<file path="config.mk">
export PLATFORM = sky130hd
export DESIGN_NAME = voq_sched_picker
export DESIGN_NICKNAME = d
export VERILOG_FILES = /design/src/rtl/voq_sched_picker.sv
export SDC_FILE = /design/constraint.sdc
export NUM_CORES = 1
export LEC_CHECK = 0
export CAP_MARGIN = 20
export CORE_MARGIN = 2
export CORE_UTILIZATION = 40
export DETAILED_ROUTE_END_ITERATION = 12
export PLACE_DENSITY = 0.69
export SLEW_MARGIN = 0
export SYNTH_ARGS = -nofsm -noshare
export SYNTH_HDL_FRONTEND = slang
export SYNTH_SLANG_ARGS = --single-unit
</file>
<file path="constraint.sdc">
create_clock -name clk -period 2.2 [get_ports clk]
set_input_delay 0.44 -clock clk [delete_from_list [all_inputs] [get_ports clk]]
set_output_delay 0.44 -clock clk [all_outputs]
set_load 0.01 [all_outputs]
</file>
<file path="src/rtl/voq_sched_picker.sv">
// Registered VOQ picker for one ingress port: round-robin or priority-list selection
// behind a req/valid/ready handshake, with an anti-starvation skip counter per VOQ.
//
// state    | meaning
// ST_IDLE  | waiting for pick_req; priority table writable; eligibility snapshot taken on pick_req
// ST_CALC  | selection evaluated on the snapshot, result registered
// ST_OFFER | result presented (pick_valid=1) until pick_ready
module voq_sched_picker #(
  parameter int  N_PORTS  = 4,
  parameter int  MAX_SKIP = 8,
  localparam int IDX_W    = $clog2(N_PORTS)
) (
  input  logic                     clk,
  input  logic                     reset_n,
  input  logic                     policy,
  input  logic                     prio_wr_en,
  input  logic [N_PORTS*IDX_W-1:0] prio_wr_data,
  input  logic [N_PORTS-1:0]       voq_empty,
  input  logic [N_PORTS-1:0]       voq_picked,
  input  logic                     pick_req,
  output logic                     pick_valid,
  input  logic                     pick_ready,
  output logic [IDX_W-1:0]         voq_to_pick,
  output logic                     no_available_voq
);

  localparam int CNT_W = (MAX_SKIP > 0) ? $clog2(MAX_SKIP + 1) : 1;
  localparam logic [CNT_W-1:0] SKIP_MAX = CNT_W'(MAX_SKIP);

  typedef enum logic [1:0] {ST_IDLE, ST_CALC, ST_OFFER} state_t;

  state_t             r_state;
  state_t             w_state_nxt;
  logic [N_PORTS-1:0] r_elig;
  logic               r_policy;
  logic [IDX_W-1:0]   r_rr_ptr;
  logic [IDX_W-1:0]   r_prio      [N_PORTS];
  logic [IDX_W-1:0]   r_prio_snap [N_PORTS];
  logic [CNT_W-1:0]   r_skip      [N_PORTS];
  logic               r_valid;
  logic               r_none;
  logic [IDX_W-1:0]   r_voq;

  logic [N_PORTS-1:0] w_elig;
  logic               w_hs;
  logic [IDX_W-1:0]   w_scan [N_PORTS];
  logic [IDX_W-1:0]   w_sel;
  logic               w_found;

  assign w_elig = ~voq_empty & ~voq_picked;
  assign w_hs   = (r_state == ST_OFFER) && pick_ready;

  always_ff @(posedge clk or negedge reset_n) begin
    if (!reset_n) r_state <= ST_IDLE;
    else          r_state <= w_state_nxt;
  end

  always_comb begin
    w_state_nxt = r_state;
    case (r_state)
      ST_IDLE:  if (pick_req) w_state_nxt = ST_CALC;
      ST_CALC:  w_state_nxt = ST_OFFER;
      ST_OFFER: if (pick_ready) w_state_nxt = ST_IDLE;
      default:  w_state_nxt = ST_IDLE;
    endcase
  end

  always_comb begin
    for (int k = 0; k < N_PORTS; k++) w_scan[k] = r_rr_ptr + IDX_W'(k);
  end

  // Starvation override first, then RR or table scan; no hit leaves w_sel at rr_ptr.
  always_comb begin
    w_sel   = r_rr_ptr;
    w_found = 1'b0;
    if ((MAX_SKIP > 0) && r_policy) begin
      for (int k = 0; k < N_PORTS; k++) begin
        if (!w_found && r_elig[w_scan[k]] && (r_skip[w_scan[k]] >= SKIP_MAX)) begin
          w_found = 1'b1;
          w_sel   = w_scan[k];
        end
      end
    end
    if (!w_found && !r_policy) begin
      for (int k = 0; k < N_PORTS; k++) begin
        if (!w_found && r_elig[w_scan[k]]) begin
          w_found = 1'b1;
          w_sel   = w_scan[k];
        end
      end
    end
    if (!w_found && r_policy) begin
      for (int k = 0; k < N_PORTS; k++) begin
        if (!w_found && r_elig[r_prio_snap[k]]) begin
          w_found = 1'b1;
          w_sel   = r_prio_snap[k];
        end
      end
    end
  end

  always_ff @(posedge clk or negedge reset_n) begin
    if (!reset_n) begin
      r_elig   <= '0;
      r_policy <= 1'b0;
      r_rr_ptr <= '0;
      r_valid  <= 1'b0;
      r_none   <= 1'b0;
      r_voq    <= '0;
      for (int k = 0; k < N_PORTS; k++) begin
        r_prio[k]      <= IDX_W'(k);
        r_prio_snap[k] <= IDX_W'(k);
        r_skip[k]      <= '0;
      end
    end else begin
      // Snapshot copies the table before any same-cycle write lands.
      if ((r_state == ST_IDLE) && pick_req) begin
        r_elig      <= w_elig;
        r_policy    <= policy;
        r_prio_snap <= r_prio;
      end
      if ((r_state == ST_IDLE) && prio_wr_en) begin
        for (int k = 0; k < N_PORTS; k++) r_prio[k] <= prio_wr_data[k*IDX_W +: IDX_W];
      end
      if (r_state == ST_CALC) begin
        r_voq   <= w_sel;
        r_none  <= !w_found;
        r_valid <= 1'b1;
      end
      if (w_hs) begin
        r_valid <= 1'b0;
        if (!r_none) begin
          r_rr_ptr <= r_voq + IDX_W'(1);
          if (r_policy) begin
            for (int i = 0; i < N_PORTS; i++) begin
              if ((IDX_W'(i) == r_voq) || !r_elig[i]) r_skip[i] <= '0;
              else if (r_skip[i] < SKIP_MAX)          r_skip[i] <= r_skip[i] + CNT_W'(1);
            end
          end
        end
      end
    end
  end

  assign pick_valid       = r_valid;
  assign voq_to_pick      = r_voq;
  assign no_available_voq = r_none;

endmodule

</file>
==> metrics <==
hold_buf cts 0; Async SR Flop Fraction 100.0%; Final Max Slew Viols 0; Setup violations, final 0; crit-path cells mux4_2 > a221o_1 > o311a_1 > o211ai_2 > o211ai_1 > a31o_1; Die W 89.99 um; Seq/Total Area, Yosys between 30% and 40%; min Tclk post-route 2104 ps; # placed instances roughly 430; DRC 0; HP Class in2async; Slew @ Worst Pin approximately 520 ps; Placer Congestion slightly below 0.9; EDFF count, synth 0; maxcap violations 0; outcome finished clean; commonest non-fill, non-tap cell in the layout nand2_1; fin nets about 370; Sinks on Clock Net between 40 and 50; Gate Count Post-Synth roughly 310; Mapped Avg Cell Area 9.603 um^2; synth warn 0; CP Launch Type flop; endpoints failing hold 0; CTS max path bufs 2; WL final ~6400 um; R2R Setup Slk between 90 and 100 ps; period utilization 95.65%; slowest stage delay, CP about 600 ps; CP Capture Type flop; Setup Skew ~9.7 ps; FF-to-FF End voq_to_pick[0]; worst skew pair latency between 300 and 400 ps; RR Startpoint r_rr_ptr[1]; commonest register cell after synthesis dfrtp_1; CTS tree yes; Die Height 89.99 um; num ports 26; CTS clock-pin slew for the worst setup and hold paths 90 ps; antenna violations before repair 0; crit path kind reg2reg; Total GRT Usage about 16%; vias per inst between 5 and 6; row count 31; leakage between 1 and 1.5 nW; TritonCTS buffer count 5; CP max stage cell mux4_2; drt first-iter violations 177; antenna violation net count after detailed routing 0; commonest non-fill, non-tap cells in the layout nand2_1, dfrtp_1, clkdlybuf4s50_1, o21ai_0, a21oi_1; vias in the first global route ~2.2k; n_diodes 0; Max Clk Rate ~0.48 GHz; Area Overhead vs Synth 16.75%; layout cell share with drive strength beyond 1 between 10% and 20%; CP delay by family, top compound AO/OA/AOI/OAI gates; Vias roughly 2.4k; WL/cell roughly 15 um; worst path bufs/invs 0; first-pass GRT wire length 10,670 um; PwrDens 1323 nW/um^2; Net Count, Synth around 340; Arr. time, crit path 2320 ps; Root Driver clkbuf_8; post-route insts no fill approximately 440; Core ar. 7214 um^2; R2R cell count 6; Max VDD drop roughly 0.7 mV; H-tree depth 2; Starting Density between 40% and 50%; I/O Buffers 25; hold_ws a little over 90 ps; number of detailed-routing iterations run before antenna repair 4; hpwl dp 4637 um; Worst EP required ~2400 ps; die area around 8000 um^2; post-synthesis cell type count 54; peak fanout along the critical path 4; total gr overflow 0; RSZ-0062 raised after global routing yes; max_slew headroom between 60 and 70%; pin count of the biggest net entering global routing 29; cell area after synthesis a little under 3000 um^2; #FFs+latches synth 45
-- cells by family after synthesis --
family	synth area share, %
simple gates	18.27
compound gates	19.97
flops	38.41
buf+inv	6.853
mux	13.11
fa+ha+maj	3.384
-- cell type report --
| cell class | instances | area [um^2] |
|---|---|---|
| Fill cell | 700 | 3761 |
| Multi-Input combinational cell | 230 | 1640 |
| Timing Repair Buffer | 43 | 396.6 |
| Sequential cell | 45 | 1136 |
| Clock buffer | 5 | 68.82 |
| Tap cell | 99 | 123.9 |
| Clock inverter | 3 | 46.29 |
| Inverter | 11 | 41.29 |
-- state kept, by name, indices dropped and copies added, names as in the netlist --
register          count
pick_valid            1
r_elig                4
r_skip               16
r_prio                8
voq_to_pick           2
r_prio_snap           8
r_state               2
r_rr_ptr              2
r_policy              1
no_available_voq      1
-- metal layers --
metal	global-route usage (%)	part of all wire (%)	wire [um]
met1	21.09	45	2853
met2	26.33	49	3096
met3	2.598	3.7	236
met4	7.051	2.7	170
met5	0	0	0
-- cell usage after synthesis, drive strengths merged, types with 2 or more instances --
cell / count / area (um^2)
a211oi: 3 / 22.52
a21oi: 21 / 105.1
a221o: 2 / 20.02
a221oi: 2 / 30.03
a22o: 4 / 36.29
a22oi: 4 / 30.03
a41oi: 5 / 43.79
and2: 3 / 18.77
and2b: 2 / 18.77
and3b: 2 / 17.52
buf: 9 / 73.82
clkbuf: 12 / 75.07
dfrtp: 37 / 925.9
dfstp: 8 / 210.2
ha: 8 / 100.1
inv: 11 / 41.29
mux2: 12 / 135.1
mux2i: 2 / 20.02
mux4: 10 / 232.7
nand2: 51 / 191.4
nand2b: 11 / 68.82
nand3: 3 / 15.01
nand3b: 4 / 30.03
nor2: 11 / 41.29
nor2b: 4 / 25.02
nor3: 8 / 40.04
nor3b: 4 / 30.03
o211ai: 4 / 40.03
o21ai: 27 / 135.1
o22ai: 2 / 12.51
o31ai: 6 / 45.04
or2: 3 / 18.77
or3: 2 / 12.51
-- through the flow --
stage | power (mW) | utilization [%] | instance area [um^2] | setup TNS, ps | setup WS (ps)
after global placement | 3.770 | 45.72 | 3298 | 0 | 101.0
after floorplan | 3.238 | - | 2958 | 0 | 150.9
final | 4.569 | 47.87 | 3453 | 0 | 95.61
after CTS | 4.465 | 47.31 | 3413 | 0 | 32.76
after detailed placement | 3.806 | 45.72 | 3298 | 0 | 47.66
after global routing | 4.932 | 47.87 | 3453 | -50.34 | -33.65
-- where the power goes --
group,internal (mW),total [mW],switching [mW]
Combinational,1.16,2.41,1.25
Clock,0.340,0.652,0.311
Sequential,1.19,1.51,0.317
-- how the worst max path moves through the flow --
stage                     cells after the start  slack (ps)                to         from
final                                         6         100    voq_to_pick[0]  r_rr_ptr[1]
after global routing                          7         -30    voq_to_pick[0]  r_rr_ptr[1]
after CTS                                     6          30  no_available_voq  r_rr_ptr[0]
after detailed placement                      6          50  no_available_voq  r_rr_ptr[0]
after global placement                        7         100  no_available_voq    r_elig[2]
after floorplan                               7         150    voq_to_pick[0]    r_elig[3]
-- repair_timing --
item	4_1_cts	5_1_grt
gates resized for setup	0	6
setup endpoints to repair	0	3
buffers inserted	0	2
No activity file was read; power rests on OpenSTA's default activity.
